### src/rtl/operand_issue_stage_pkg.sv
// Shared instruction-class encodings and forwarding widths for the ID/EX
// operand issue stage.
package operand_issue_stage_pkg;

   localparam int FWD_RD_W = 5;

   typedef logic [3:0] ir_type_t;

   localparam ir_type_t LUI_IR      = 4'd0;
   localparam ir_type_t AUIPC_IR    = 4'd1;
   localparam ir_type_t JAL_IR      = 4'd2;
   localparam ir_type_t JALR_IR     = 4'd3;
   localparam ir_type_t BRANCH_IR   = 4'd4;
   localparam ir_type_t LOAD_IR     = 4'd5;
   localparam ir_type_t STORE_IR    = 4'd6;
   localparam ir_type_t REG_IMM_IR  = 4'd7;
   localparam ir_type_t REG_REG_IR  = 4'd8;
   localparam ir_type_t SYS_CALL_IR = 4'd9;
   localparam ir_type_t CSR_IR      = 4'd10;

endpackage

### src/rtl/operand_issue_stage_if.sv
// Decoder-side and EX-side signals of the operand issue stage; the stage
// itself connects through the slave modport.
interface operand_issue_stage_if #(
   parameter int XLEN    = 32,
   parameter int NUM_FWD = 2,
   parameter int CNT_W   = 16
);
   import operand_issue_stage_pkg::*;

   logic                         in_valid;
   logic                         in_ready;
   logic [3:0]                   ir_type;
   logic [2:0]                   funct3;
   logic [FWD_RD_W-1:0]          rs1;
   logic [FWD_RD_W-1:0]          rs2;
   logic [XLEN-1:0]              data1;
   logic [XLEN-1:0]              data2;
   logic [XLEN-1:0]              pc;
   logic [XLEN-1:0]              imm;
   logic [XLEN-1:0]              z_;
   logic [NUM_FWD-1:0]           fwd_valid;
   logic [NUM_FWD-1:0]           fwd_pending;
   logic [FWD_RD_W*NUM_FWD-1:0]  fwd_rd;
   logic [XLEN*NUM_FWD-1:0]      fwd_data;
   logic                         flush;
   logic                         out_valid;
   logic                         out_ready;
   logic [XLEN-1:0]              in1;
   logic [XLEN-1:0]              in2;
   logic [XLEN-1:0]              store_data;
   logic [3:0]                   out_ir_type;
   logic [2:0]                   out_funct3;
   logic [CNT_W-1:0]             stall_cnt;

   modport master (
      output in_valid, ir_type, funct3, rs1, rs2, data1, data2, pc, imm, z_,
             fwd_valid, fwd_pending, fwd_rd, fwd_data, flush, out_ready,
      input  in_ready, out_valid, in1, in2, store_data, out_ir_type,
             out_funct3, stall_cnt
   );

   modport slave (
      input  in_valid, ir_type, funct3, rs1, rs2, data1, data2, pc, imm, z_,
             fwd_valid, fwd_pending, fwd_rd, fwd_data, flush, out_ready,
      output in_ready, out_valid, in1, in2, store_data, out_ir_type,
             out_funct3, stall_cnt
   );

endinterface

### src/rtl/operand_issue_stage_fwd_select.sv
// Resolves one source operand: youngest matching forwarding source wins,
// register file otherwise, x0 always reads as zero and never pends.
module fwd_select
   import operand_issue_stage_pkg::*;
#(
   parameter int XLEN    = 32,
   parameter int NUM_FWD = 2
) (
   input  logic [FWD_RD_W-1:0]         i_rs,
   input  logic [XLEN-1:0]             i_rf_data,
   input  logic [NUM_FWD-1:0]          i_fwd_valid,
   input  logic [NUM_FWD-1:0]          i_fwd_pending,
   input  logic [FWD_RD_W*NUM_FWD-1:0] i_fwd_rd,
   input  logic [XLEN*NUM_FWD-1:0]     i_fwd_data,
   output logic [XLEN-1:0]             o_data,
   output logic                        o_pending
);

   logic [NUM_FWD-1:0] w_hit;
   logic [XLEN-1:0]    w_src_data [NUM_FWD];

   generate
      for (genvar gi = 0; gi < NUM_FWD; gi++) begin : g_src
         assign w_hit[gi] = i_fwd_valid[gi] &&
                            (i_fwd_rd[gi*FWD_RD_W +: FWD_RD_W] == i_rs);
         assign w_src_data[gi] = i_fwd_data[gi*XLEN +: XLEN];
      end
   endgenerate

   // Walk from oldest to youngest so the lowest matching index is left standing.
   always_comb begin
      o_data    = i_rf_data;
      o_pending = 1'b0;
      for (int i = NUM_FWD - 1; i >= 0; i--) begin
         if (w_hit[i]) begin
            o_data    = w_src_data[i];
            o_pending = i_fwd_pending[i];
         end
      end
      if (i_rs == '0) begin
         o_data    = '0;
         o_pending = 1'b0;
      end
   end

endmodule

### src/rtl/operand_issue_stage.sv
// Registered ID/EX operand stage: forwarding, load-use stall, ALU operand
// selection and a one-entry valid/ready register towards EX.
module operand_issue_stage
   import operand_issue_stage_pkg::*;
#(
   parameter int XLEN    = 32,
   parameter int NUM_FWD = 2,
   parameter int CNT_W   = 16
) (
   input  logic                  clk,
   input  logic                  rst,
   operand_issue_stage_if.slave  bus
);

   logic [XLEN-1:0]   w_r1;
   logic [XLEN-1:0]   w_r2;
   logic              w_pend1;
   logic              w_pend2;
   logic              w_hazard;
   logic              w_in_ready;
   logic              w_capture;
   logic [XLEN-1:0]   w_in1;
   logic [XLEN-1:0]   w_in2;

   logic              r_out_valid;
   logic [XLEN-1:0]   r_in1;
   logic [XLEN-1:0]   r_in2;
   logic [XLEN-1:0]   r_store_data;
   logic [3:0]        r_ir_type;
   logic [2:0]        r_funct3;
   logic [CNT_W-1:0]  r_stall_cnt;

   function automatic logic uses_rs1(input logic [3:0] ir, input logic [2:0] f3);
      case (ir)
         JALR_IR, BRANCH_IR, LOAD_IR, STORE_IR, REG_IMM_IR, REG_REG_IR: uses_rs1 = 1'b1;
         CSR_IR:  uses_rs1 = ~f3[2];
         default: uses_rs1 = 1'b0;
      endcase
   endfunction

   function automatic logic uses_rs2(input logic [3:0] ir);
      case (ir)
         BRANCH_IR, STORE_IR, REG_REG_IR: uses_rs2 = 1'b1;
         default:                         uses_rs2 = 1'b0;
      endcase
   endfunction

   // Returns {in1, in2}.
   function automatic logic [2*XLEN-1:0] select_operands(
      input logic [3:0]      ir,
      input logic [2:0]      f3,
      input logic [XLEN-1:0] r1,
      input logic [XLEN-1:0] r2,
      input logic [XLEN-1:0] pc,
      input logic [XLEN-1:0] imm,
      input logic [XLEN-1:0] z
   );
      case (ir)
         LUI_IR, AUIPC_IR, JAL_IR, BRANCH_IR:        select_operands = {pc, imm};
         JALR_IR, LOAD_IR, STORE_IR, REG_IMM_IR:     select_operands = {r1, imm};
         REG_REG_IR:                                 select_operands = {r1, r2};
         SYS_CALL_IR:                                select_operands = {z, imm};
         CSR_IR:  select_operands = f3[2] ? {z, imm} : {z, r1};
         default:                                    select_operands = {r1, r2};
      endcase
   endfunction

   fwd_select #(.XLEN(XLEN), .NUM_FWD(NUM_FWD)) u_fwd_rs1 (
      .i_rs          (bus.rs1),
      .i_rf_data     (bus.data1),
      .i_fwd_valid   (bus.fwd_valid),
      .i_fwd_pending (bus.fwd_pending),
      .i_fwd_rd      (bus.fwd_rd),
      .i_fwd_data    (bus.fwd_data),
      .o_data        (w_r1),
      .o_pending     (w_pend1)
   );

   fwd_select #(.XLEN(XLEN), .NUM_FWD(NUM_FWD)) u_fwd_rs2 (
      .i_rs          (bus.rs2),
      .i_rf_data     (bus.data2),
      .i_fwd_valid   (bus.fwd_valid),
      .i_fwd_pending (bus.fwd_pending),
      .i_fwd_rd      (bus.fwd_rd),
      .i_fwd_data    (bus.fwd_data),
      .o_data        (w_r2),
      .o_pending     (w_pend2)
   );

   // A pending source only matters for an operand the class actually reads.
   assign w_hazard = (uses_rs1(bus.ir_type, bus.funct3) && w_pend1) ||
                     (uses_rs2(bus.ir_type) && w_pend2);

   assign w_in_ready = bus.flush || (!w_hazard && (!r_out_valid || bus.out_ready));
   assign w_capture  = bus.in_valid && w_in_ready && !bus.flush;

   assign {w_in1, w_in2} = select_operands(bus.ir_type, bus.funct3, w_r1, w_r2,
                                           bus.pc, bus.imm, bus.z_);

   always_ff @(posedge clk) begin
      if (rst) begin
         r_out_valid  <= 1'b0;
         r_in1        <= '0;
         r_in2        <= '0;
         r_store_data <= '0;
         r_ir_type    <= '0;
         r_funct3     <= '0;
      end else if (bus.flush) begin
         r_out_valid <= 1'b0;
      end else if (w_capture) begin
         r_out_valid  <= 1'b1;
         r_in1        <= w_in1;
         r_in2        <= w_in2;
         r_store_data <= w_r2;
         r_ir_type    <= bus.ir_type;
         r_funct3     <= bus.funct3;
      end else if (bus.out_ready) begin
         r_out_valid <= 1'b0;
      end
   end

   always_ff @(posedge clk) begin
      if (rst) begin
         r_stall_cnt <= '0;
      end else if (w_hazard && bus.in_valid && !bus.flush && (r_stall_cnt != '1)) begin
         r_stall_cnt <= r_stall_cnt + 1'b1;
      end
   end

   assign bus.in_ready    = w_in_ready;
   assign bus.out_valid   = r_out_valid;
   assign bus.in1         = r_in1;
   assign bus.in2         = r_in2;
   assign bus.store_data  = r_store_data;
   assign bus.out_ir_type = r_ir_type;
   assign bus.out_funct3  = r_funct3;
   assign bus.stall_cnt   = r_stall_cnt;

endmodule

### src/flat_wrapper.sv
// flat-port wrapper written by rule: the top's interface ports become plain ports
module operand_issue_stage_flat import operand_issue_stage_pkg::*;
#(
   parameter int XLEN    = 32,
   parameter int NUM_FWD = 2,
   parameter int CNT_W   = 16
)
  (clk, rst, bus_in_valid, bus_ir_type, bus_funct3, bus_rs1, bus_rs2, bus_data1, bus_data2, bus_pc, bus_imm, bus_z_, bus_fwd_valid, bus_fwd_pending, bus_fwd_rd, bus_fwd_data, bus_flush, bus_out_ready, bus_in_ready, bus_out_valid, bus_in1, bus_in2, bus_store_data, bus_out_ir_type, bus_out_funct3, bus_stall_cnt);
  operand_issue_stage_if #(.XLEN(XLEN), .NUM_FWD(NUM_FWD), .CNT_W(CNT_W)) bus_i ();
  input  logic clk;
  input  logic rst;
  input wire logic [$bits(bus_i.in_valid)-1:0] bus_in_valid;
  input wire logic [$bits(bus_i.ir_type)-1:0] bus_ir_type;
  input wire logic [$bits(bus_i.funct3)-1:0] bus_funct3;
  input wire logic [$bits(bus_i.rs1)-1:0] bus_rs1;
  input wire logic [$bits(bus_i.rs2)-1:0] bus_rs2;
  input wire logic [$bits(bus_i.data1)-1:0] bus_data1;
  input wire logic [$bits(bus_i.data2)-1:0] bus_data2;
  input wire logic [$bits(bus_i.pc)-1:0] bus_pc;
  input wire logic [$bits(bus_i.imm)-1:0] bus_imm;
  input wire logic [$bits(bus_i.z_)-1:0] bus_z_;
  input wire logic [$bits(bus_i.fwd_valid)-1:0] bus_fwd_valid;
  input wire logic [$bits(bus_i.fwd_pending)-1:0] bus_fwd_pending;
  input wire logic [$bits(bus_i.fwd_rd)-1:0] bus_fwd_rd;
  input wire logic [$bits(bus_i.fwd_data)-1:0] bus_fwd_data;
  input wire logic [$bits(bus_i.flush)-1:0] bus_flush;
  input wire logic [$bits(bus_i.out_ready)-1:0] bus_out_ready;
  output wire logic [$bits(bus_i.in_ready)-1:0] bus_in_ready;
  output wire logic [$bits(bus_i.out_valid)-1:0] bus_out_valid;
  output wire logic [$bits(bus_i.in1)-1:0] bus_in1;
  output wire logic [$bits(bus_i.in2)-1:0] bus_in2;
  output wire logic [$bits(bus_i.store_data)-1:0] bus_store_data;
  output wire logic [$bits(bus_i.out_ir_type)-1:0] bus_out_ir_type;
  output wire logic [$bits(bus_i.out_funct3)-1:0] bus_out_funct3;
  output wire logic [$bits(bus_i.stall_cnt)-1:0] bus_stall_cnt;
  assign bus_i.in_valid = bus_in_valid;
  assign bus_i.ir_type = bus_ir_type;
  assign bus_i.funct3 = bus_funct3;
  assign bus_i.rs1 = bus_rs1;
  assign bus_i.rs2 = bus_rs2;
  assign bus_i.data1 = bus_data1;
  assign bus_i.data2 = bus_data2;
  assign bus_i.pc = bus_pc;
  assign bus_i.imm = bus_imm;
  assign bus_i.z_ = bus_z_;
  assign bus_i.fwd_valid = bus_fwd_valid;
  assign bus_i.fwd_pending = bus_fwd_pending;
  assign bus_i.fwd_rd = bus_fwd_rd;
  assign bus_i.fwd_data = bus_fwd_data;
  assign bus_i.flush = bus_flush;
  assign bus_i.out_ready = bus_out_ready;
  assign bus_in_ready = bus_i.in_ready;
  assign bus_out_valid = bus_i.out_valid;
  assign bus_in1 = bus_i.in1;
  assign bus_in2 = bus_i.in2;
  assign bus_store_data = bus_i.store_data;
  assign bus_out_ir_type = bus_i.out_ir_type;
  assign bus_out_funct3 = bus_i.out_funct3;
  assign bus_stall_cnt = bus_i.stall_cnt;
  operand_issue_stage #(.XLEN(XLEN), .NUM_FWD(NUM_FWD), .CNT_W(CNT_W)) u_core (.clk(clk), .rst(rst), .bus(bus_i));
endmodule
### config.mk
export PLATFORM = sky130hd
export DESIGN_NAME = operand_issue_stage_flat
export DESIGN_NICKNAME = d
export VERILOG_FILES = /design/src/rtl/operand_issue_stage_pkg.sv /design/src/rtl/operand_issue_stage_if.sv /design/src/rtl/operand_issue_stage_fwd_select.sv /design/src/rtl/operand_issue_stage.sv /design/src/flat_wrapper.sv
export SDC_FILE = /design/constraint.sdc
export NUM_CORES = 1
export LEC_CHECK = 0
export CAP_MARGIN = 20
export CORE_AREA = 2 2 150 152
export CTS_BUF_LIST = sky130_fd_sc_hd__clkbuf_8 sky130_fd_sc_hd__clkbuf_16
export DETAILED_ROUTE_END_ITERATION = 16
export DIE_AREA = 0 0 152 154
export DONT_BUFFER_PORTS = 1
export PLACE_DENSITY = 0.47
export REMOVE_ABC_BUFFERS = 1
export SLEW_MARGIN = 20
export SYNTH_ARGS = -nofsm -noshare
export SYNTH_HDL_FRONTEND = slang
export SYNTH_SLANG_ARGS = --single-unit
### constraint.sdc
create_clock -name clk -period 6.2 [get_ports clk]
set_input_delay 1.55 -clock clk [delete_from_list [all_inputs] [get_ports clk]]
set_output_delay 1.55 -clock clk [all_outputs]
set_load 0.02 [all_outputs]
==> qor.yml, run 1 <==
floorplanning:
  ioPinCount: 381
  die_area_sq_um: 23410
  core-area_sq_um: 21690
  initial_core_util_pct: 34.91
  num_rows: 54
  dieHeight_microns: 154
  chipWidth_microns: 152
global_routing:
  overflow: 0
  grt_max_degree: 125
  grt_usage_pct: 29.78
  antenna_found_initial: 1
  grt_pass1_vias: 8184
  grt_pass1_wl_microns: 53690
synth:
  ys.flop_type: "dfxtp_1"
  yosysWarnings: 0
  synth_cell_types: 49
  synth_top_area_share_pct: 31.73
  synth_largest_area_cell: "dfxtp_1"
  ys_async_sr_fraction_pct: 0
  avgSynthCellArea_sq_um: 7.252
  synth_edf_count: 0
  ys_seq_elements: 120
  synth_area_leaders: "dfxtp_1 (32%), a21oi_1 (10%), a211oi_1 (6.8%), o21ai_0 (6.5%), nand2_1 (5.1%)"
  synth-seq-area-share_pct: 31.73
  synthCells: 1044
  syn_area_sq_um: 7571
setup_path:
  worstSetupPathType: "input port to primary output"
  worst-path-max-fanout: 3
  critPathRequiredTime_ns: 4.65
  cp-end-kind: "primary output"
  cp-start-kind: "input port"
  cp.arrival_ns: 3.12
placed_design:
  place_congestion: 0.8768
  dp_hpwl_microns: 23660
  portBuffers: 0
  post-place-ws_ns: 1.557
timing:
  finalCritPeriodShare_pct: 75.39
  slew_headroom_pct: 20.07
  worst_pin_slew_ns: 1.199
  fin_setup_tns_ns: 0
  finalSetupViolations: 0
  worst_clock_skew_ns: 0.01138
  min_period_ns: 4.674
  timing.fmax_mhz: 213.9
  rsz0062_at_grt: "no"
  finalWorstSetupSlack_ns: 1.526
  finalHoldViolations: 0
  slew_violations: 0
  hold-worst-slack_ns: 0.5760
route:
  vias: 8434
  via_per_inst: 6.683
  wl_per_cell_microns: 28.77
  drt_iter0_markers: 683
  drt_pass1_iterations: 6
  antenna_left: 0
  drc: 0
  wl_microns: 36310
cts:
  cts.clk_slew.worst_paths_ns: 0.06
  numCtsBuffers: 17
  clockRootBuffer: "clkbuf_16"
  htreeDepth: 4
  cts.sinks: 120
  ctsHoldBuffers: 0
  post_cts_buffers: 0
  clock_latency_ns: 0.41
  cts_max_path_buffers: 2
  cts_resized: 0
  tritoncts: "yes"
cells_and_area:
  nNetsFinal: 1230
  utilization_pct: 38.47
  fillers: 2293
  syn2layout_area_growth_pct: 10.21
  drive_above_1_share_pct: 7.951
pwr:
  powerDensity_nw_per_um2: 270.0
  ir_worst_vdd_uv: 157.8
  p_total_mw: 2.253
  p_leak_nw: 2.727
worst_hold_path:
  hold_path_class: "flip-flop to flip-flop"
outcome:
  status: "finished clean"
run:
  drv_cap: 0
-- path summary, 6_finish.rpt --
| kind | cells past startpoint | from | slack, ns | end |
|---|---|---|---|---|
| worst min register to register | 2 | u_core.bus.in2[13]$_SDFFE_PP0P_ | 0.58 | u_core.bus.in2[13]$_SDFFE_PP0P_ |
| worst max-delay path | 6 | bus_rs1[4] | 1.53 | bus_in_ready |
| worst min-delay path | 2 | u_core.bus.in2[13]$_SDFFE_PP0P_ | 0.58 | u_core.bus.in2[13]$_SDFFE_PP0P_ |
| worst max register to register | 7 | u_core.bus.stall_cnt[6]$_SDFFE_PP0P_ | 3.64 | u_core.bus.stall_cnt[9]$_SDFFE_PP0P_ |
-- stage by stage --
stage	cell area, sq um	cells
after global placement	7734	1230
after CTS	8342	1261
after floorplan	7112	930
after global routing	8344	1262
after detailed placement	7734	1230
final	8344	1262
-- where the power goes --
part	leakage [nW]	internal, mW	switching, mW
combinational	1.46	0.108	0.191
sequential	0.982	0.813	0.0854
clock	0.286	0.646	0.409
-- critical path, cell delays in order --
cell      delay [ns]
xnor2_1         0.14
nand4_1         0.18
or2_2           0.35
a41oi_1         0.48
o221ai_4        0.20
nand2b_1        0.23
-- flip-flops by register name (all words and copies together), names as in the netlist --
signal and flops:
u_core.bus.out_funct3 3, u_core.bus.out_ir_type 4, u_core.bus.in2 32, u_core.bus.in1 32, u_core.bus.stall_cnt 16, u_core.bus.store_data 32, u_core.bus.out_valid 1
-- routing by layer --
layer	track usage (%)	share of wire [%]	vias up
met5	0	0	-
met4	9.880	2.7	0
met3	10.57	10	58
met2	50.82	48	510
met1	34.86	39	4043
li1	-	-	3823
-- layout by cell type, fill, tap and decap left out, types with 3 or more instances in the layout --
master / count
a211oi_1: 69
a21oi_1: 152
a221oi_1: 32
a22oi_1: 14
a311oi_1: 28
a31oi_1: 28
and2_1: 3
and3_1: 21
buf_4: 19
bufinv_16: 3
clkbuf_16: 17
clkinvlp_4: 4
dfxtp_1: 120
inv_1: 5
inv_6: 4
mux2_2: 4
mux2i_1: 3
nand2_1: 101
nand2b_1: 4
nand3_1: 34
nand4_1: 3
nand4b_1: 14
nor2_1: 76
nor2_4: 4
nor2b_1: 4
nor3_1: 23
nor4_1: 4
o2111ai_1: 18
o21ai_0: 98
o31ai_1: 9
or4_1: 10
xnor2_1: 11
xor2_1: 10
-- cells in the mapped netlist (4+ instances only) --
| cell | n |
|---|---|
| a211oi_1 | 69 |
| a21oi_1 | 152 |
| a221oi_1 | 32 |
| a22oi_1 | 14 |
| a311oi_1 | 28 |
| a31oi_1 | 28 |
| and3_1 | 21 |
| buf_2 | 15 |
| clkbuf_1 | 93 |
| dfxtp_1 | 120 |
| inv_1 | 5 |
| mux2_2 | 4 |
| nand2_1 | 103 |
| nand2b_1 | 5 |
| nand3_1 | 34 |
| nand4b_1 | 14 |
| nor2_1 | 81 |
| nor2b_1 | 6 |
| nor3_1 | 24 |
| nor4_1 | 5 |
| o2111ai_1 | 18 |
| o21ai_0 | 98 |
| o31ai_1 | 9 |
| or4_1 | 10 |
| xnor2_1 | 11 |
| xor2_1 | 10 |
-- layout make-up --
type | count | area, sq um | share of cell area, %
inverters | 5 | 18.77 | 0.2249
clock inverters | 13 | 168.9 | 2.024
flip-flops and latches | 120 | 2402 | 28.79
repair buffers | 20 | 162.7 | 1.949
diodes | 1 | 2.502 | 0.02999
well taps | 280 | 350.3 | 4.199
clock buffers | 18 | 439.2 | 5.263
multi-input cells | 805 | 4800 | 57.52
-- cell families after synthesis --
| kind of cell | after synthesis | synth area share (%) |
|---|---|---|
| compound gates | 456 | 38.03 |
| xor+xnor | 21 | 2.429 |
| fa+ha+maj | 1 | 0.1652 |
| buf+inv | 119 | 6.313 |
| flops | 120 | 31.73 |
| mux | 8 | 1.190 |
| simple gates | 319 | 20.15 |
Note: power is estimated with default switching activity, not from simulation.
==> run 2, diff against run 1 <==
Settings changed: CORE_AREA 2 2 150 152 to 2 2 148 150, DIE_AREA 0 0 152 154 to 0 0 150 152, PLACE_DENSITY 0.47 to 0.5.
Clock period 6.2 ns to 4.1 ns, I/O delays scaled along.
==> run 2 against run 1 <==
Effect of this change: global-route usage grew 0.23 points; cell count increased by 1.8%; die area fell by 2.6%; largest cell class unchanged; clock power up 43%; count of clock-buffer cells in the layout decreased by 1; combinational power increased by 56%; sequential share of layout area shrank 0.46 points; clock skew is 0.0017 ns lower.
==> qor.yml, run 2 (synthesized netlist as in run 1, its figures left out) <==
route:
  wl_per_cell_microns: 27.71  # -3.7%
  antenna_left: 0  # unchanged
  wl_microns: 35610  # -1.9%
  drt_iter0_markers: 665  # -2.6%
  drt_pass1_iterations: 7  # +1
  via_per_inst: 6.546  # -2.1%
  drc: 0  # unchanged
  vias: 8411  # -0.27%
global_routing:
  grt_max_degree: 125  # unchanged
  grt_usage_pct: 30.02  # +0.23 points
  antenna_found_initial: 4  # +3
  grt_pass1_wl_microns: 51710  # -3.7%
  grt_pass1_vias: 8081  # -1.3%
  overflow: 0  # unchanged
timing:
  rsz0062_at_grt: "no"
  hold-worst-slack_ns: 0.5763  # +0.0003140 ns
  fin_setup_tns_ns: 0  # unchanged
  worst_clock_skew_ns: 0.009685  # -0.001694 ns
  finalSetupViolations: 0  # unchanged
  finalHoldViolations: 0  # unchanged
  min_period_ns: 3.541
  worst_pin_slew_ns: 0.8412  # -0.3577 ns
  slew_violations: 0  # unchanged
  finalCritPeriodShare_pct: 86.36
  timing.fmax_mhz: 282.4
  finalWorstSetupSlack_ns: 0.5593  # -0.9663 ns
  slew_headroom_pct: 43.92  # +24 points
setup_path:
  startpoint: "bus_rs1[0]"
  worst_r2r_path_depth: 7  # unchanged
  crit_end: "bus_in_ready"
  critPathRequiredTime_ns: 3.07  # -1.58 ns
  worstSetupPathType: "input port to primary output"
  cp.arrival_ns: 2.52  # -0.60 ns
  worst-path-max-fanout: 3  # unchanged
  r2r-start: "u_core.bus.stall_cnt[6]$_SDFFE_PP0P_"
  cp-start-kind: "input port"
  rrSetupSlack_ns: 1.61  # -2.03 ns
  r2r-end: "u_core.bus.stall_cnt[9]$_SDFFE_PP0P_"
  cp-end-kind: "primary output"
cts:
  post_cts_buffers: 0  # unchanged
  tritoncts: "yes"
  cts.clk_slew.worst_paths_ns: 0.07  # about the same
  numCtsBuffers: 17  # unchanged
  cts.sinks: 120  # unchanged
  htreeDepth: 4  # unchanged
  cts_max_path_buffers: 2  # unchanged
  ctsHoldBuffers: 0  # unchanged
  cts_resized: 0  # unchanged
  clockRootBuffer: "clkbuf_16"
  clock_latency_ns: 0.43  # +0.02 ns
cells_and_area:
  drive_above_1_share_pct: 9.890  # +1.9 points
  nNetsFinal: 1249  # +1.5%
  syn2layout_area_growth_pct: 12.01
  final_cells: 1285  # +1.8%
  layout_commonest_cell: "a21oi_1"
  fillers: 2286  # -0.31%
  mostFrequentLayoutCells: "a21oi_1 (152), dfxtp_1 (120), nand2_1 (100)"
placed_design:
  portBuffers: 0  # unchanged
  dp_hpwl_microns: 24220  # +2.4%
  post-place-ws_ns: 0.5619  # -0.9953 ns
  place_congestion: 0.8385  # -4.4%
  dp_cells: 1249  # +1.5%
floorplanning:
  dieHeight_microns: 152  # -1.3%
  initial_core_util_pct: 35.46  # +0.55 points
  die_area_sq_um: 22800  # -2.6%
  num_rows: 54  # unchanged
  ioPinCount: 381  # unchanged
  chipWidth_microns: 150  # -1.3%
  core-area_sq_um: 21350  # -1.6%
pwr:
  p_total_mw: 3.324  # +48%
  ir_worst_vdd_uv: 225.4  # +43%
  powerDensity_nw_per_um2: 392.0  # +45%
  p_leak_nw: 2.816  # +3.3%
worst_hold_path:
  hold_path_class: "flip-flop to flip-flop"
run:
  drv_cap: 0  # unchanged
outcome:
  status: "finished clean"
-- run 2: layer usage --
| layer | routed length (microns) | global-route usage, % | vias up |
|---|---|---|---|
| li1 | - | - | 3867 |
| met1 | 13390 | 35.66 | 3983 |
| met5 | 0 | 0 | - |
| met3 | 3935 | 9.970 | 66 |
| met4 | 1154 | 12.67 | 0 |
| met2 | 17120 | 49.32 | 495 |
-- run 2: power breakdown --
part	internal [mW]	switching [mW]
clock	0.846	0.654
combinational	0.177	0.288
sequential	1.23	0.129
-- run 2: worst min-delay path by stage --
| stage | from | endpoint | slack (ns) | cells past startpoint |
|---|---|---|---|---|
| 3_3_place_gp | u_core.bus.in2[2]$_SDFFE_PP0P_ | u_core.bus.in2[2]$_SDFFE_PP0P_ | 0.56 | 2 |
| 4_1_cts | u_core.bus.out_funct3[0]$_SDFFE_PP0P_ | u_core.bus.out_funct3[0]$_SDFFE_PP0P_ | 0.58 | 2 |
| 3_5_place_dp | u_core.bus.in2[31]$_SDFFE_PP0P_ | u_core.bus.in2[31]$_SDFFE_PP0P_ | 0.57 | 2 |
| 5_1_grt | u_core.bus.store_data[24]$_SDFFE_PP0P_ | u_core.bus.store_data[24]$_SDFFE_PP0P_ | 0.61 | 2 |
| 2_1_floorplan | u_core.bus.in2[0]$_SDFFE_PP0P_ | u_core.bus.in2[0]$_SDFFE_PP0P_ | 0.54 | 2 |
| 6_report | u_core.bus.in2[30]$_SDFFE_PP0P_ | u_core.bus.in2[30]$_SDFFE_PP0P_ | 0.58 | 2 |
-- run 2: worst max-delay path, stage by stage --
cell and delay, ns:
xnor2_1 0.22, nand4_1 0.20, or2_2 0.35, a41oi_1 0.18
buf_4 0.17, o221ai_4 0.10, nand2b_1 0.27
-- run 2: area by class of cell --
cell class                 instances  area, sq um  share of cell area (%)
clock inverter                    15        142.6                   1.682
clock buffer                      17        425.4                   5.016
tap                              280        350.3                   4.131
antenna                            4        10.01                  0.1180
sequential                       120         2402                   28.33
inverter                           5        18.77                  0.2213
multi-input combinational        805         4801                   56.61
timing repair buffer              39        330.3                   3.895
-- run 2: metrics by stage --
step | area [sq um] | utilization [%]
2_1_floorplan | 7112 | -
3_3_place_gp | 7903 | 37.01
3_5_place_dp | 7903 | 37.01
4_1_cts | 8471 | 39.67
5_1_grt | 8481 | 39.72
6_report | 8481 | 39.72
==> run 3, diff against run 2 <==
Settings changed: CELL_PAD_IN_SITES_DETAIL_PLACEMENT set to 1, CELL_PAD_IN_SITES_GLOBAL_PLACEMENT set to 2, CORE_AREA 2 2 148 150 to not set, CORE_UTILIZATION set to 30, DIE_AREA 0 0 150 152 to not set, PLACE_DENSITY 0.5 to 0.75.
==> run 3 against run 2 <==
Effect of this change: global-route usage fell by 2.9 points; non-clock buffer count fell by 14; design area fell by 0.83%; clock power barely moved; critical path type unchanged.
==> qor.yml, run 3 (synthesized netlist as in run 1, its figures left out) <==
cells_and_area:
  mostFrequentLayoutCells: "a21oi_1 (152), dfxtp_1 (120), nand2_1 (101)"
  syn2layout_area_growth_pct: 11.09
  layout_commonest_cell: "a21oi_1"
  nNetsFinal: 1235  # -1.1%
  drive_above_1_share_pct: 8.316  # -1.6 points
cts:
  htreeDepth: 4  # unchanged
  cts.clk_slew.worst_paths_ns: 0.06  # about the same
  numCtsBuffers: 17  # unchanged
  tritoncts: "yes"
  post_cts_buffers: 0  # unchanged
  cts_max_path_buffers: 2  # unchanged
  ctsHoldBuffers: 0  # unchanged
  cts_resized: 0  # unchanged
  cts.sinks: 120  # unchanged
  clockRootBuffer: "clkbuf_16"
  clock_latency_ns: 0.42  # about the same
route:
  vias: 8454  # +0.51%
  wl_microns: 36050  # +1.2%
  wl_per_cell_microns: 27.50  # -0.77%
  drt_iter0_markers: 661  # -0.60%
  route.met3.wl_microns: 3143  # -20%
  via_per_inst: 6.449  # -1.5%
  highest_layer: "met4"
  antenna_left: 0  # unchanged
  met2WireLength_microns: 17590  # +2.7%
  drc: 0  # unchanged
  wirelength_met1_microns: 14360  # +7.2%
  drt_pass1_iterations: 5  # -2
placed_design:
  place_congestion: 0.8732  # +4.1%
  portBuffers: 0  # unchanged
  dp_hpwl_microns: 23360  # -3.6%
floorplanning:
  ioPinCount: 381  # unchanged
  chipWidth_microns: 160.9  # +7.2%
  num_rows: 57  # +5.6%
  dieHeight_microns: 160.9  # +5.8%
  core-area_sq_um: 24530  # +15%
  initial_core_util_pct: 30.86  # -4.6 points
  die_area_sq_um: 25880  # +13%
outcome:
  status: "finished clean"
setup_path:
  critPathRequiredTime_ns: 3.07  # about the same
  worstSetupPathType: "input port to primary output"
  cp.arrival_ns: 2.56  # +0.04 ns
  rrSetupSlack_ns: 1.47  # -0.14 ns
  cp-start-kind: "input port"
  cp-end-kind: "primary output"
  worst-path-max-fanout: 3  # unchanged
timing:
  rsz0062_at_grt: "no"
  slew_violations: 0  # unchanged
  finalHoldViolations: 0  # unchanged
  slew_headroom_pct: 26.43  # -17 points
  worst_pin_slew_ns: 1.101  # +0.2598 ns
  finalCritPeriodShare_pct: 87.49  # +1.1 points
  worst_clock_skew_ns: 0.01240  # +0.002711 ns
  timing.fmax_mhz: 278.8  # -1.3%
  fin_setup_tns_ns: 0  # unchanged
  finalSetupViolations: 0  # unchanged
  min_period_ns: 3.587  # +0.04656 ns
  hold-worst-slack_ns: 0.5840  # +0.007674 ns
pwr:
  ir_worst_vdd_uv: 247.0  # +9.6%
  p_total_mw: 3.335  # +0.31%
  p_leak_nw: 2.758  # -2.0%
  powerDensity_nw_per_um2: 396.5  # +1.1%
worst_hold_path:
  hold_path_class: "flip-flop to flip-flop"
global_routing:
  overflow: 0  # unchanged
  antenna_found_initial: 1  # -3
  grt_pass1_wl_microns: 53630  # +3.7%
  grt_usage_pct: 27.08  # -2.9 points
  grt_max_degree: 125  # unchanged
  grt_pass1_vias: 8600  # +6.4%
run:
  drv_cap: 0  # unchanged
run 3: cell types whose count changed in the layout (fill, tap and decap cells not counted), sizes merged:
cell,change
clkbuf,+1
clkinvlp,-3
diode,-3
clkinv,+4
buf,-14
bufinv,+1
inv,-4
run 3: worst paths after layout:
path                                   startpoint                                   end  cells after the start
max                                    bus_rs1[4]                          bus_in_ready                      6
min                u_core.bus.in2[4]$_SDFFE_PP0P_        u_core.bus.in2[4]$_SDFFE_PP0P_                      2
max reg2reg  u_core.bus.stall_cnt[6]$_SDFFE_PP0P_  u_core.bus.stall_cnt[9]$_SDFFE_PP0P_                      7
min reg2reg        u_core.bus.in2[4]$_SDFFE_PP0P_        u_core.bus.in2[4]$_SDFFE_PP0P_                      2
run 3: layer usage:
metal  GRT usage [%]  vias up
met5               0        -
met4           10.25        0
met3           7.180       50
met2           45.91      396
met1           32.55     4181
li1                -     3827
run 3: area by class of cell:
| cell class | instances | area (sq um) |
|---|---|---|
| Fill cell | 3023 | 16120 |
| Multi-Input combinational cell | 805 | 4798 |
| Sequential cell | 120 | 2402 |
| Clock buffer | 18 | 439.2 |
| Tap cell | 324 | 405.4 |
| Timing Repair Buffer | 25 | 212.7 |
| Clock inverter | 13 | 131.4 |
| Inverter | 5 | 18.77 |
| Antenna cell | 1 | 2.502 |
run 3: power by group:
| group | switching [mW] | internal, mW |
|---|---|---|
| Sequential | 0.130 | 1.23 |
| Clock | 0.610 | 0.905 |
| Combinational | 0.292 | 0.168 |
run 3: worst max-delay path, stage by stage:
cell and delay [ns]:
xnor2_1 0.15, nand4_1 0.18, or2_2 0.35, a41oi_1 0.48
o221ai_4 0.16, nand2b_1 0.22
run 3: per-stage QoR:
stage	worst slack (ns)	util, %	cell area (sq um)	cells
6_report	0.5128	34.28	8411	1311
5_1_grt	0.4032	34.28	8411	1311
4_1_cts	0.5090	34.27	8408	1310
3_5_place_dp	0.5115	31.95	7838	1279
3_3_place_gp	0.5548	31.95	7838	1279
2_1_floorplan	-2.181	-	7112	930
